===== src/rtl/gcd_req_arbiter_if.sv =====
// Handshake bundle between the GCD request arbiter, its requesters and the shared GCD unit.
interface gcd_req_arbiter_if #(
   parameter int unsigned N_REQ = 4,
   parameter int unsigned W     = 16
);
   logic [N_REQ-1:0]   req_valid;
   logic [N_REQ*W-1:0] req_a;
   logic [N_REQ*W-1:0] req_b;
   logic [N_REQ-1:0]   req_ready;
   logic [N_REQ-1:0]   rsp_valid;
   logic [W-1:0]       rsp_result;
   logic               rsp_err;
   logic [N_REQ-1:0]   rsp_taken;
   logic               gcd_input_available;
   logic               gcd_input_ready;
   logic [W-1:0]       gcd_a;
   logic [W-1:0]       gcd_b;
   logic               gcd_result_rdy;
   logic [W-1:0]       gcd_result;
   logic               gcd_result_taken;

   // Arbiter view
   modport slave (
      input  req_valid, req_a, req_b, rsp_taken,
             gcd_input_available, gcd_result_rdy, gcd_result,
      output req_ready, rsp_valid, rsp_result, rsp_err,
             gcd_input_ready, gcd_a, gcd_b, gcd_result_taken
   );

   // Environment view: requesters plus the GCD unit
   modport master (
      output req_valid, req_a, req_b, rsp_taken,
             gcd_input_available, gcd_result_rdy, gcd_result,
      input  req_ready, rsp_valid, rsp_result, rsp_err,
             gcd_input_ready, gcd_a, gcd_b, gcd_result_taken
   );
endinterface


===== src/rtl/gcd_req_arbiter.sv =====
// Round-robin arbiter sharing one GCD unit among N_REQ requesters; trivial operands
// bypass the unit and a stuck unit is aborted after TIMEOUT wait cycles.
module gcd_req_arbiter #(
   parameter int unsigned N_REQ   = 4,
   parameter int unsigned W       = 16,
   parameter int unsigned TIMEOUT = 1023
) (
   input  logic             sys_clk,
   input  logic             sys_rst,
   gcd_req_arbiter_if.slave bus,
   output logic [15:0]      served_cnt
);
   localparam int unsigned IDX_W = $clog2(N_REQ);
   localparam int unsigned CNT_W = $clog2(TIMEOUT + 1);

   typedef enum logic [1:0] {IDLE, ISSUE, WAIT, RETURN} state_t;

   state_t             state_q, state_d;
   logic [IDX_W-1:0]   grant_q, last_grant_q;
   logic [W-1:0]       a_q, b_q, result_q;
   logic               err_q, in_rdy_q, taken_q;
   logic [N_REQ-1:0]   rsp_valid_q;
   logic [CNT_W-1:0]   wait_q;
   logic [15:0]        served_q;

   logic               grant_vld_c;
   logic [IDX_W-1:0]   grant_idx_c;
   logic [W-1:0]       a_sel_c, b_sel_c;
   logic               bypass_c;
   logic               accept_c, issue_c, done_c, abort_c, release_c;
   logic [W-1:0]       a_arr [N_REQ];
   logic [W-1:0]       b_arr [N_REQ];

   function automatic logic [N_REQ-1:0] onehot(input logic [IDX_W-1:0] idx);
      logic [N_REQ-1:0] v;
      v = '0;
      for (int unsigned i = 0; i < N_REQ; i++) begin
         if (idx == IDX_W'(i)) v[i] = 1'b1;
      end
      return v;
   endfunction

   function automatic logic [IDX_W-1:0] rr_idx(input logic [IDX_W-1:0] last, input int unsigned k);
      return IDX_W'((32'(last) + k) % N_REQ);
   endfunction

   for (genvar i = 0; i < int'(N_REQ); i++) begin : g_slice
      assign a_arr[i] = bus.req_a[i*W +: W];
      assign b_arr[i] = bus.req_b[i*W +: W];
   end

   // Round-robin pick: scan farthest-first so the nearest requester after last_grant wins
   always_comb begin
      grant_vld_c = 1'b0;
      grant_idx_c = '0;
      for (int unsigned k = N_REQ; k >= 1; k--) begin
         if (bus.req_valid[rr_idx(last_grant_q, k)]) begin
            grant_vld_c = 1'b1;
            grant_idx_c = rr_idx(last_grant_q, k);
         end
      end
   end

   assign a_sel_c  = a_arr[grant_idx_c];
   assign b_sel_c  = b_arr[grant_idx_c];
   assign bypass_c = (a_sel_c == '0) || (b_sel_c == '0);

   always_ff @(posedge sys_clk or posedge sys_rst) begin
      if (sys_rst) state_q <= IDLE;
      else         state_q <= state_d;
   end

   always_comb begin
      state_d   = state_q;
      accept_c  = 1'b0;
      issue_c   = 1'b0;
      done_c    = 1'b0;
      abort_c   = 1'b0;
      release_c = 1'b0;
      case (state_q)
         IDLE: begin
            if (grant_vld_c) begin
               accept_c = 1'b1;
               state_d  = bypass_c ? RETURN : ISSUE;
            end
         end
         ISSUE: begin
            if (bus.gcd_input_available) begin
               issue_c = 1'b1;
               state_d = WAIT;
            end
         end
         WAIT: begin
            if (bus.gcd_result_rdy) begin
               done_c  = 1'b1;
               state_d = RETURN;
            end else if (wait_q == CNT_W'(TIMEOUT - 1)) begin
               abort_c = 1'b1;
               state_d = RETURN;
            end
         end
         RETURN: begin
            if (|(bus.rsp_taken & rsp_valid_q)) begin
               release_c = 1'b1;
               state_d   = IDLE;
            end
         end
         default: state_d = IDLE;
      endcase
   end

   // Grant, operand, result and bookkeeping registers
   always_ff @(posedge sys_clk or posedge sys_rst) begin
      if (sys_rst) begin
         grant_q      <= '0;
         last_grant_q <= IDX_W'(N_REQ - 1);
         a_q          <= '0;
         b_q          <= '0;
         result_q     <= '0;
         err_q        <= 1'b0;
         in_rdy_q     <= 1'b0;
         taken_q      <= 1'b0;
         rsp_valid_q  <= '0;
         wait_q       <= '0;
         served_q     <= '0;
      end else begin
         taken_q <= done_c;
         if (state_q == WAIT) wait_q <= wait_q + CNT_W'(1);
         if (accept_c) begin
            grant_q <= grant_idx_c;
            a_q     <= a_sel_c;
            b_q     <= b_sel_c;
            if (bypass_c) begin
               result_q    <= (b_sel_c == '0) ? a_sel_c : b_sel_c;
               err_q       <= 1'b0;
               rsp_valid_q <= onehot(grant_idx_c);
            end else begin
               in_rdy_q <= 1'b1;
            end
         end
         if (issue_c) begin
            in_rdy_q <= 1'b0;
            wait_q   <= '0;
         end
         if (done_c) begin
            result_q    <= bus.gcd_result;
            err_q       <= 1'b0;
            rsp_valid_q <= onehot(grant_q);
         end
         if (abort_c) begin
            result_q    <= '0;
            err_q       <= 1'b1;
            rsp_valid_q <= onehot(grant_q);
         end
         if (release_c) begin
            last_grant_q <= grant_q;
            served_q     <= served_q + 16'd1;
            rsp_valid_q  <= '0;
            err_q        <= 1'b0;
         end
      end
   end

   // req_ready is the only combinational output: the live grant while idle
   assign bus.req_ready        = (state_q == IDLE && grant_vld_c) ? onehot(grant_idx_c) : '0;
   assign bus.rsp_valid        = rsp_valid_q;
   assign bus.rsp_result       = result_q;
   assign bus.rsp_err          = err_q;
   assign bus.gcd_input_ready  = in_rdy_q;
   assign bus.gcd_a            = a_q;
   assign bus.gcd_b            = b_q;
   assign bus.gcd_result_taken = taken_q;
   assign served_cnt           = served_q;
endmodule


===== src/flat_wrapper.sv =====
// flat-port wrapper written by rule: the top's interface ports become plain ports
module gcd_req_arbiter_flat 
#(
   parameter int unsigned N_REQ   = 4,
   parameter int unsigned W       = 16,
   parameter int unsigned TIMEOUT = 1023
)
  (sys_clk, sys_rst, served_cnt, bus_req_valid, bus_req_a, bus_req_b, bus_rsp_taken, bus_gcd_input_available, bus_gcd_result_rdy, bus_gcd_result, bus_req_ready, bus_rsp_valid, bus_rsp_result, bus_rsp_err, bus_gcd_input_ready, bus_gcd_a, bus_gcd_b, bus_gcd_result_taken);
  gcd_req_arbiter_if #(.N_REQ(N_REQ), .W(W)) bus_i ();
  input  logic sys_clk;
  input  logic sys_rst;
  output logic [15:0] served_cnt;
  input wire logic [$bits(bus_i.req_valid)-1:0] bus_req_valid;
  input wire logic [$bits(bus_i.req_a)-1:0] bus_req_a;
  input wire logic [$bits(bus_i.req_b)-1:0] bus_req_b;
  input wire logic [$bits(bus_i.rsp_taken)-1:0] bus_rsp_taken;
  input wire logic [$bits(bus_i.gcd_input_available)-1:0] bus_gcd_input_available;
  input wire logic [$bits(bus_i.gcd_result_rdy)-1:0] bus_gcd_result_rdy;
  input wire logic [$bits(bus_i.gcd_result)-1:0] bus_gcd_result;
  output wire logic [$bits(bus_i.req_ready)-1:0] bus_req_ready;
  output wire logic [$bits(bus_i.rsp_valid)-1:0] bus_rsp_valid;
  output wire logic [$bits(bus_i.rsp_result)-1:0] bus_rsp_result;
  output wire logic [$bits(bus_i.rsp_err)-1:0] bus_rsp_err;
  output wire logic [$bits(bus_i.gcd_input_ready)-1:0] bus_gcd_input_ready;
  output wire logic [$bits(bus_i.gcd_a)-1:0] bus_gcd_a;
  output wire logic [$bits(bus_i.gcd_b)-1:0] bus_gcd_b;
  output wire logic [$bits(bus_i.gcd_result_taken)-1:0] bus_gcd_result_taken;
  assign bus_i.req_valid = bus_req_valid;
  assign bus_i.req_a = bus_req_a;
  assign bus_i.req_b = bus_req_b;
  assign bus_i.rsp_taken = bus_rsp_taken;
  assign bus_i.gcd_input_available = bus_gcd_input_available;
  assign bus_i.gcd_result_rdy = bus_gcd_result_rdy;
  assign bus_i.gcd_result = bus_gcd_result;
  assign bus_req_ready = bus_i.req_ready;
  assign bus_rsp_valid = bus_i.rsp_valid;
  assign bus_rsp_result = bus_i.rsp_result;
  assign bus_rsp_err = bus_i.rsp_err;
  assign bus_gcd_input_ready = bus_i.gcd_input_ready;
  assign bus_gcd_a = bus_i.gcd_a;
  assign bus_gcd_b = bus_i.gcd_b;
  assign bus_gcd_result_taken = bus_i.gcd_result_taken;
  gcd_req_arbiter #(.N_REQ(N_REQ), .W(W), .TIMEOUT(TIMEOUT)) u_core (.sys_clk(sys_clk), .sys_rst(sys_rst), .bus(bus_i), .served_cnt(served_cnt));
endmodule

===== config.mk =====
export PLATFORM = sky130hd
export DESIGN_NAME = gcd_req_arbiter_flat
export DESIGN_NICKNAME = d
export VERILOG_FILES = /design/src/rtl/gcd_req_arbiter_if.sv /design/src/rtl/gcd_req_arbiter.sv /design/src/flat_wrapper.sv
export SDC_FILE = /design/constraint.sdc
export NUM_CORES = 1
export LEC_CHECK = 0
export ABC_AREA = 1
export CORE_ASPECT_RATIO = 1.4
export CORE_MARGIN = 10
export CORE_UTILIZATION = 49
export CTS_BUF_LIST = sky130_fd_sc_hd__clkbuf_4
export CTS_CLUSTER_DIAMETER = 30
export DETAILED_ROUTE_END_ITERATION = 7
export GPL_TIMING_DRIVEN = 0
export PLACE_DENSITY = 0.89
export RECOVER_POWER = 25
export SLEW_MARGIN = 20
export SYNTH_ARGS = -nofsm -noshare
export SYNTH_HDL_FRONTEND = slang
export SYNTH_SLANG_ARGS = --single-unit

===== constraint.sdc =====
create_clock -name sys_clk -period 5.75 [get_ports sys_clk]
set_input_delay 0.8625 -clock sys_clk [delete_from_list [all_inputs] [get_ports sys_clk]]
set_output_delay 0.8625 -clock sys_clk [all_outputs]
set_load 0.02 [all_outputs]

==> results of run 1 <==
-- power breakdown --
group / switching, W / total [W] / leakage (nW) / internal (W)
clock: 0.000223 / 0.000312 / 0.0661 / 0.0000894
combinational: 0.00281 / 0.00430 / 3.13 / 0.00148
sequential: 0.000144 / 0.000986 / 1.10 / 0.000842
-- synth_stat cells, drive strengths merged, types with 3 or more instances --
cell    count  area (sq um)
nor4        4          25.0
dfrtp      85          2130
nand2     458          1770
clkbuf     14          52.6
nor3        7          35.0
ha          7          87.6
a31oi       7          43.8
nand4       3          18.8
inv        74           280
nand3b      4          30.0
nor2       60           249
xnor2       6          52.6
nand3      75           398
xor2        7          61.3
a21oi      13          65.1
o21ai      45           225
buf        24           160
-- worst paths after layout --
| kind | startpoint | endpoint | slack (ns) | depth (start not counted) |
|---|---|---|---|---|
| min | u_core.served_cnt[15]$_DFFE_PP0P_ | u_core.served_cnt[15]$_DFFE_PP0P_ | 0.49 | 1 |
| max | bus_req_valid[3] | bus_req_ready[0] | 1.21 | 11 |
| max in group asynchronous | sys_rst | u_core.wait_q[2]$_DFFE_PP0P_ | 1.42 | 3 |
| max reg2reg | u_core.last_grant_q[0]$_DFFE_PP1P_ | u_core.bus.rsp_result[2]$_DFFE_PP0P_ | 2.46 | 21 |
| min in group asynchronous | sys_rst | u_core.bus.rsp_result[2]$_DFFE_PP0P_ | 1.23 | 2 |
| min reg2reg | u_core.served_cnt[15]$_DFFE_PP0P_ | u_core.served_cnt[15]$_DFFE_PP0P_ | 0.49 | 1 |
-- sequential cells by signal, indices dropped and copies added (netlist names), 2 cells and up --
| register | cells |
|---|---|
| u_core.wait_q | 10 |
| u_core.last_grant_q | 2 |
| u_core.bus.rsp_result | 16 |
| u_core.served_cnt | 16 |
| u_core.grant_q | 2 |
| u_core.state_q | 2 |
| u_core.bus.gcd_b | 16 |
| u_core.bus.gcd_a | 16 |
| u_core.bus.rsp_valid | 4 |
-- through the flow --
stage	setup WS [ns]	instances
after floorplan	2.50	909
final	1.21	1304
after global placement	1.32	1286
after global routing	0.697	1304
after detailed placement	1.21	1287
after CTS	1.20	1303
-- cells by family after synthesis --
group,share of synthesized area [%]
and+or+nand+nor,44.0
buffers and inverters,8.59
DFF,37.4
AOI/OAI and AO/OA,6.47
xor gates and xnor gates,1.96
adders and majority gates,1.50
-- worst register-to-register path, cell delays in order, from the launching register on --
cell and delay (ns):
dfstp_2 0.56, buf_4 0.16, nand2_1 0.06, nand2_1 0.11, nand2_1 0.10, nand2_1 0.07, nand3b_1 0.13, nand2_1 0.10
inv_1 0.19, buf_1 0.37, nand2_1 0.10, nand2_1 0.15, nor2_1 0.06, nand2_1 0.09, nor2_1 0.06, nand2_2 0.14
clkbuf_1 0.34, nand2_1 0.15, nand3_1 0.10, nand2_1 0.07, nand2_1 0.08, nand2_1 0.05
-- metal layers --
layer	vias up	wire (um)	track usage (%)	part of all wire (%)
li1	3313	-	-	-
met1	2943	7860	26.4	38
met2	278	10500	43.2	50
met3	42	1670	6.44	8.0
met4	0	773	10.3	3.7
met5	-	0	0	0
-- final cells by class --
cell class              count  area (sq um)
fillers                  1033          3330
multi-input cells         708          3140
repair buffers            231          2310
flip-flops and latches     87          2180
inverters                  76           289
plain buffers              38           213
well taps                 147           184
clock buffers               9          67.6
clock inverters             7          48.8
diodes                      1          2.50
==> metrics.md, run 1 <==
| Metric | Value |
|---|---|
| RSZ-0062 raised after global routing | `false` |
| Global Route Usage Sum | `24.2%` |
| Final Util | `71.7%` |
| Initial DRC Count | `489` |
| Peak VDD IR | `~0.44 mV` |
| FP Rows | `47` |
| CTS tree | `yes` |
| Main synth FF type | `dfrtp_1` |
| Crit path kind | `input pin to primary output` |
| Dpl cell area | `0.00834 sq mm` |
| Max_cap viols | `2` |
| Resize count post-CTS | `0` |
| DRT Pass-1 Iters | `5` |
| CP Launch Type | `input pin` |
| Via density | `5.04` |
| CTS Buf Count | `9` |
| PnR Total Power | `0.00560 W` |
| Top delay family on crit path | `buffers and inverters` |
| Arrival @ worst endpoint | `3.68 ns` |
| Net count after synthesis | `1,072` |
| Via count | `around 6,600` |
| Worst path slowest cell | `clkdlybuf4s50_1` |
| Final WL | `20,800 um` |
| Status | `finished with violations` |
| Final instance area | `between 0.008 and 0.009 sq mm` |
| Htree depth | `3` |
| Final Hold Vio Count | `0` |
| Count of final setup violators | `0` |
| Synth Area per Inst | `6.41 sq um` |
| Post-CTS Setup Bufs | `0` |
| FMAX | `0.220 GHz` |
| Die extent in x | `112 um` |
| Cells after Synth | `909` |
| Fin nets | `around 1,300` |
| DIE AREA | `~0.017 sq mm` |
| Failing checks | `max-capacitance violations, max-slew violations` |
| IO Count | `between 200 and 250` |
| I/O Buffers | `230` |
| Slew margin rel. | `-74.7%` |
| Clk buf depth | `2` |
| Yosys warns | `0` |
| Aggregate global routing overflow | `0` |
| Most common cell after layout, fill and taps aside | `nand2_1` |
| Yosys reg bits | `87` |
| CP max FO | `10` |
| Fin Setup TNS | `0 ns` |
| Cell area after synthesis | `0.00582 sq mm` |
| WP data required | `approximately 5 ns` |
| Die H | `149 um` |
| Synthesis-to-layout area growth | `44.8%` |
| Routed wire per std cell | `15.9 um` |
| Worst Tran Pin Value | `2.62 ns` |
| Fraction of layout cells with a size suffix above 1 | `5.36%` |
| Tmin final | `4.54 ns` |
| Hold WS | `0.491 ns` |
| DRC | `0` |
| CP Buf/Inv Count | `5` |
| First-pass GRT wire length | `33,000 um` |
| Clk slew on worst S/H paths | `~0.16 ns` |
| Via count of the first global-routing pass | `~6,500` |
| Register area share after synthesis | `37.4%` |
| Clk root buf | `clkbuf_4` |
| Crit-path cells | `clkdlybuf4s50_1, inv_1, o21ai_1, nand2_1, nand2_2, nor3_1, nor2_1, clkinv_1, clkbuf_1, nor3_1, clkdlybuf4s50_1` |
| Core ar. | `0.0118 sq mm` |
| GPL Wtd Cong | `0.880` |
| Initial antenna violation count | `1` |
| CP peak stage delay | `just under 0.7 ns` |
| CTS sink count | `87` |
| Yosys cell types | `38` |
| Residual antenna-violating net count after detailed routing | `0` |
| Critical Path End Type | `primary output` |
| Most frequent cells in the layout | `nand2_1, clkdlybuf4s50_1, dfrtp_1, nand3_1, inv_1` |
| Clock skew | `0.0265 ns` |
| EDFF count, synth | `0` |
| P_leak | `4.30 nW` |
| Post-DP HPWL | `17,500 um` |
| Hold crit path type | `register to register` |
| Final Max Tran Viols | `90` |
| Clock latency on the worst-skew pair | `approximately 0.48 ns` |
| Largest net degree at the start of global routing | `51` |
| Pwr dens | `663 mW/mm^2` |
| Initial Utilization | `approximately half` |
| Period utilisation layout | `79.0%` |
| Cts-stage hold buffer count | `0` |
| Post-synth ARST share | `100%` |
No activity file was read; power rests on OpenSTA's default activity.
==> inputs of run 2 (changes only) <==
--- a/config.mk
+++ b/config.mk
@@ -8,12 +8,12 @@
 export ABC_AREA = 1
 export CORE_ASPECT_RATIO = 1.4
 export CORE_MARGIN = 10
-export CORE_UTILIZATION = 49
+export CORE_UTILIZATION = 45
 export CTS_BUF_LIST = sky130_fd_sc_hd__clkbuf_4
 export CTS_CLUSTER_DIAMETER = 30
 export DETAILED_ROUTE_END_ITERATION = 7
 export GPL_TIMING_DRIVEN = 0
-export PLACE_DENSITY = 0.89
+export PLACE_DENSITY = 0.83
 export RECOVER_POWER = 25
 export SLEW_MARGIN = 20
 export SYNTH_ARGS = -nofsm -noshare
==> constraint.sdc (replaced) <==
create_clock -name sys_clk -period 4.2 [get_ports sys_clk]
set_input_delay 0.63 -clock sys_clk [delete_from_list [all_inputs] [get_ports sys_clk]]
set_output_delay 0.63 -clock sys_clk [all_outputs]
set_load 0.02 [all_outputs]
==> metrics.md, run 2 (synthesis results as in run 1) <==
| Metric | Value |
|---|---|
| CTS Buf Count | `9` |
| Hold_sp | `u_core.served_cnt[15]$_DFFE_PP0P_` |
| Die extent in x | `roughly 120 um` |
| Worst setup path start | `u_core.last_grant_q[0]$_DFFE_PP1P_` |
| P_leak | `approximately 4.3 nW` |
| Final Hold Vio Count | `0` |
| CTS tree | `yes` |
| CP Launch Type | `register` |
| Hold WS | `between 0.4 and 0.5 ns` |
| Fin nets | `1,314` |
| FMAX | `0.252 GHz` |
| Clk buf depth | `2` |
| Arrival @ worst endpoint | `3.34 ns` |
| Cts-stage hold buffer count | `0` |
| Die H | `~150 um` |
| WP data required | `roughly 3.6 ns` |
| Tmin final | `3.97 ns` |
| CP max FO | `10` |
| IO Count | `231` |
| CTS sink count | `87` |
| Most frequent cells in the layout | `nand2_1, clkdlybuf4s50_1, dfrtp_1, nand3_1, inv_1` |
| Via density | `4.97` |
| Critical Path End Type | `primary output` |
| Core ar. | `~0.013 sq mm` |
| Largest net degree at the start of global routing | `58` |
| Crit Reg-Reg Startpoint | `u_core.last_grant_q[0]$_DFFE_PP1P_` |
| Final Max Tran Viols | `0` |
| Count of final setup violators | `0` |
| DRT Pass-1 Iters | `7` |
| Routed wire per std cell | `between 15 and 20 um` |
| Global Route Usage Sum | `22.7%` |
| Most common cell after layout, fill and taps aside | `nand2_1` |
| Clk root buf | `clkbuf_4` |
| Post-DP HPWL | `17,200 um` |
| Initial Utilization | `45.7%` |
| Fin Setup TNS | `0 ns` |
| Pwr dens | `a little over 900 mW/mm^2` |
| GPL Wtd Cong | `about 0.9` |
| Residual antenna-violating net count after detailed routing | `0` |
| Initial DRC Count | `about 470` |
| Worst Tran Pin Value | `1.41 ns` |
| DRC | `1` |
| Failing checks | `design-rule violations` |
| Crit path kind | `register to primary output` |
| First-pass GRT wire length | `32,400 um` |
| Aggregate global routing overflow | `0` |
| Slew margin rel. | `6.23%` |
| Via count | `6,510` |
| I/O Buffers | `230` |
| Initial antenna violation count | `1` |
| Via count of the first global-routing pass | `6,359` |
| Hold crit path type | `register to register` |
| DIE AREA | `0.0180 sq mm` |
| Fraction of layout cells with a size suffix above 1 | `about 5.6%` |
| Clock latency on the worst-skew pair | `0.47 ns` |
| Clock skew | `0.0191 ns` |
| Status | `finished with violations` |
| RSZ-0062 raised after global routing | `false` |
| Synthesis-to-layout area growth | `45.6%` |
| Period utilisation layout | `94.6%` |
| Final WL | `20,500 um` |
| Clk slew on worst S/H paths | `between 0.15 and 0.2 ns` |
| Max_cap viols | `0` |
| Peak VDD IR | `0.646 mV` |
| Post-CTS Setup Bufs | `0` |
| FP Rows | `approximately 50` |
| Htree depth | `3` |
-- run 2: final cells by class --
class	instances	area (sq um)
timing repair buffer	231	2310
antenna	1	2.50
buffer	38	214
multi-input combinational	708	3140
tap	153	191
inverter	76	289
clock buffer	9	67.6
clock inverter	7	81.3
fill	1153	4280
sequential	87	2180
-- run 2: per-stage QoR --
stage / cells / total power, W / util, % / area, sq um / setup WS, ns
finish: 1310 / 0.00777 / 66.5 / 8480 / 0.228
floorplan: 909 / 0.00524 / - / 5820 / 1.32
global route: 1310 / 0.00853 / 66.5 / 8480 / 0.00596
detailed placement: 1293 / 0.00724 / 65.5 / 8350 / 0.104
CTS: 1309 / 0.00776 / 66.6 / 8500 / 0.0124
global placement: 1292 / 0.00717 / 65.2 / 8320 / -0.0233
-- run 2: path summary, 6_finish.rpt --
| kind | slack, ns | end | cells after the start |
|---|---|---|---|
| setup / recovery | 0.23 | bus_req_ready[3] | 12 |
| hold / removal | 0.48 | u_core.served_cnt[15]$_DFFE_PP0P_ | 1 |
| setup reg to reg | 0.98 | u_core.bus.rsp_result[10]$_DFFE_PP0P_ | 21 |
| hold reg to reg | 0.48 | u_core.served_cnt[15]$_DFFE_PP0P_ | 1 |
| max in group asynchronous | 1.35 | u_core.wait_q[4]$_DFFE_PP0P_ | 3 |
| min in group asynchronous | 0.90 | u_core.bus.rsp_result[10]$_DFFE_PP0P_ | 2 |
-- run 2: metal layers --
metal  track usage [%]  vias to the layer above  wire length [um]
met5                 0                        -                 0
met4              8.91                        0               687
met3              5.54                       36              1710
met2              39.6                      263             10300
met1              25.6                     2898              7860
li1                  -                     3313                 -
-- run 2: report_power, final --
| group | internal (W) | leakage [nW] | switching, W |
|---|---|---|---|
| combinational | 0.00203 | 3.14 | 0.00389 |
| clock | 0.000189 | 0.0771 | 0.000318 |
| sequential | 0.00115 | 1.10 | 0.000190 |
| total | 0.00337 | 4.32 | 0.00440 |
-- run 2: what timing repair did --
| item | CTS | global route |
|---|---|---|
| gates resized for setup | 0 | 3 |
| setup endpoints to repair | 0 | 4 |
| endpoints found under the hold margin | 0 | 0 |
-- run 2: critical path: stages (launching register included) --
cell	delay, ns
dfstp_2	0.56
buf_4	0.16
nand2_1	0.06
o21ai_1	0.11
nand2_1	0.11
nand2_1	0.08
nand3b_1	0.07
nand2_1	0.11
buf_2	0.24
clkbuf_1	0.45
nand2_1	0.16
nor2_1	0.11
clkdlybuf4s50_1	0.65
==> patch (settings of run 2) <==
Re-encode `state_t` (4 states) as one-hot, 4 bits wide.
--- a/src/rtl/gcd_req_arbiter.sv
+++ b/src/rtl/gcd_req_arbiter.sv
@@ -13,7 +13,7 @@
    localparam int unsigned IDX_W = $clog2(N_REQ);
    localparam int unsigned CNT_W = $clog2(TIMEOUT + 1);
 
-   typedef enum logic [1:0] {IDLE, ISSUE, WAIT, RETURN} state_t;
+   typedef enum logic [3:0] {IDLE = 4'b0001, ISSUE = 4'b0010, WAIT = 4'b0100, RETURN = 4'b1000} state_t;
 
    state_t             state_q, state_d;
    logic [IDX_W-1:0]   grant_q, last_grant_q;
Behaviour: no difference found for any inputs over 4 cycles, from zero or initial values and one cycle with sys_rst high; so few cycles prove little.
==> patch against run 2 <==
  * The run ends with max-capacitance violations, max-slew violations left
  * Sequential share of layout area up 0.88 points
  * Design area is 1.0% lower
  * Combinational power down 1%
  * Power decreased by 1.4%
  * Synthesized area decreased by 1.2%
  * Sequential cell count is 2 higher
  * Clock power is 14% lower
  * Wire length up 4.5%
  * Setup slack better by 0.0020 ns
  * Utilization increased by 1.0 points
  * Largest cell class unchanged
  * Highest routed layer unchanged
==> patch: results (changes against run 2) <==
Synth
  • Synth Area in XOR/XNOR: 2.28% (+0.33 points)
  • Compound-gate portion of the synthesized area: 7.02% (+0.56 points)
  • Top cells by area, synth: sky130_fd_sc_hd__dfrtp_1, sky130_fd_sc_hd__nand2_1, sky130_fd_sc_hd__nand3_1
  • Post-Synthesis Mean Instance Area: 6.57 um2 (+2.5%)
  • Sequential cell area fraction in the yosys report: 38.8% (+1.3 points)
  • Synthesized Nets: 1035 (-3.5%)
  • Distinct cells, synth: 34 (-11%)
  • Adder-cell share of the synthesized area: 0.652% (-0.85 points)
  • Most common library cells after synthesis: sky130_fd_sc_hd__nand2_1, sky130_fd_sc_hd__dfrtp_1, sky130_fd_sc_hd__nand3_1

Global route
  • Overall track demand over capacity in global routing: 24.4% (+1.7 points)
  • Global-route wire length before repair: 34000 um (+5.0%)
  • Met2 routing resource usage after global routing: 42.2% (+2.6 points)
  • Via count of the first global-routing pass: 6714 (+5.6%)
  • Grt met3 use: 6.04% (+0.50 points)
  • Number of antenna violations at the first check in global routing: 5 (+4)
  • Met1 Use GR: 24.7% (-0.94 points)
  • Pin count of the biggest net entering global routing: 46 (-21%)

CTS
  • # resized after CTS: 1 (+1)
  • Source-to-sink clock delay at the later pin of the worst-skew pair: 0.47 ns (about the same)
  • Clock-pin slew of the registers on the worst-case setup and hold paths: 0.13 ns (-0.03 ns)

Pwr
  • LEAKAGE: 4.19 nW (-3.0%)
  • Power Clock: 0.437 mW (-14%)
  • Proportion of power drawn by flip-flops and latches: 17.9% (+0.6 points)
  • Internal: 3.31 mW (-1.9%)
  • Maximum vdd ir drop: 715 uV (+11%)

Final layout
  • Fraction of final layout cells sized beyond drive strength 1: 5.97% (+0.34 points)
  • Design area: 8390 um2 (-1.0%)
  • Final-layout fill cell count: 1104 (-4.2%)
  • Net count, final: 1277 (-2.8%)

Status
  • Outcome: finished with violations
  • Violations in the final reports: max-capacitance violations, max-slew violations

Timing
  • Number of slew-limit violations in the final report: 46 (+46)
  • Largest clock skew in the final design: 0.0127 ns (-0.00636 ns)
  • Least-Margin Pin Slew: 1.89 ns (+0.484 ns)

Routing
  • Met2 wire len: 10700 um (+4.4%)
  • Wire length on met3: 1740 um (+1.6%)
  • DRT Wirelength: 21400 um (+4.5%)
  • M1 WL: 7530 um (-4.2%)
  • WL/cell: 16.8 um (+7.1%)
  • Number of violations reported at the end of detailed-routing iteration 0: 406 (-13%)
  • Via total after detailed routing: 6564 (+0.83%)
  • First-pass DRT Iterations: 8 (+1)

Flow run
  • Reported max-cap violation count: 1 (+1)

Place
  • Final estimated routing congestion in global placement: 0.921 (+1.5%)
  • Cell area after placement: 8270 um2 (-0.87%)
  • Placed insts: 1257 (-2.8%)

Worst setup path
  • Highest cell delay on the worst timing path: between 0.6 and 0.7 ns
patch: layout make-up:
class	instances	share of cell area, %
clock buffers	12	1.07
well taps	150	2.24
flip-flops and latches	89	26.6
repair buffers	231	27.5
multi-input cells	684	36.9
inverters	65	2.92
clock inverters	4	0.239
plain buffers	38	2.40
diodes	5	0.149
patch: worst paths after layout:
path                       slack [ns]                       end                    from  cells past startpoint
max in group asynchronous        1.25      u_core.bus.gcd_b[13]                 sys_rst                      3
setup / recovery                 0.23          bus_req_ready[0]        bus_req_valid[1]                     11
min in group asynchronous        1.09     u_core.served_cnt[15]                 sys_rst                      2
hold / removal                   0.48     u_core.served_cnt[15]   u_core.served_cnt[15]                      1
hold reg to reg                  0.48     u_core.served_cnt[15]   u_core.served_cnt[15]                      1
setup reg to reg                 0.98  u_core.bus.rsp_result[5]  u_core.last_grant_q[0]                     24
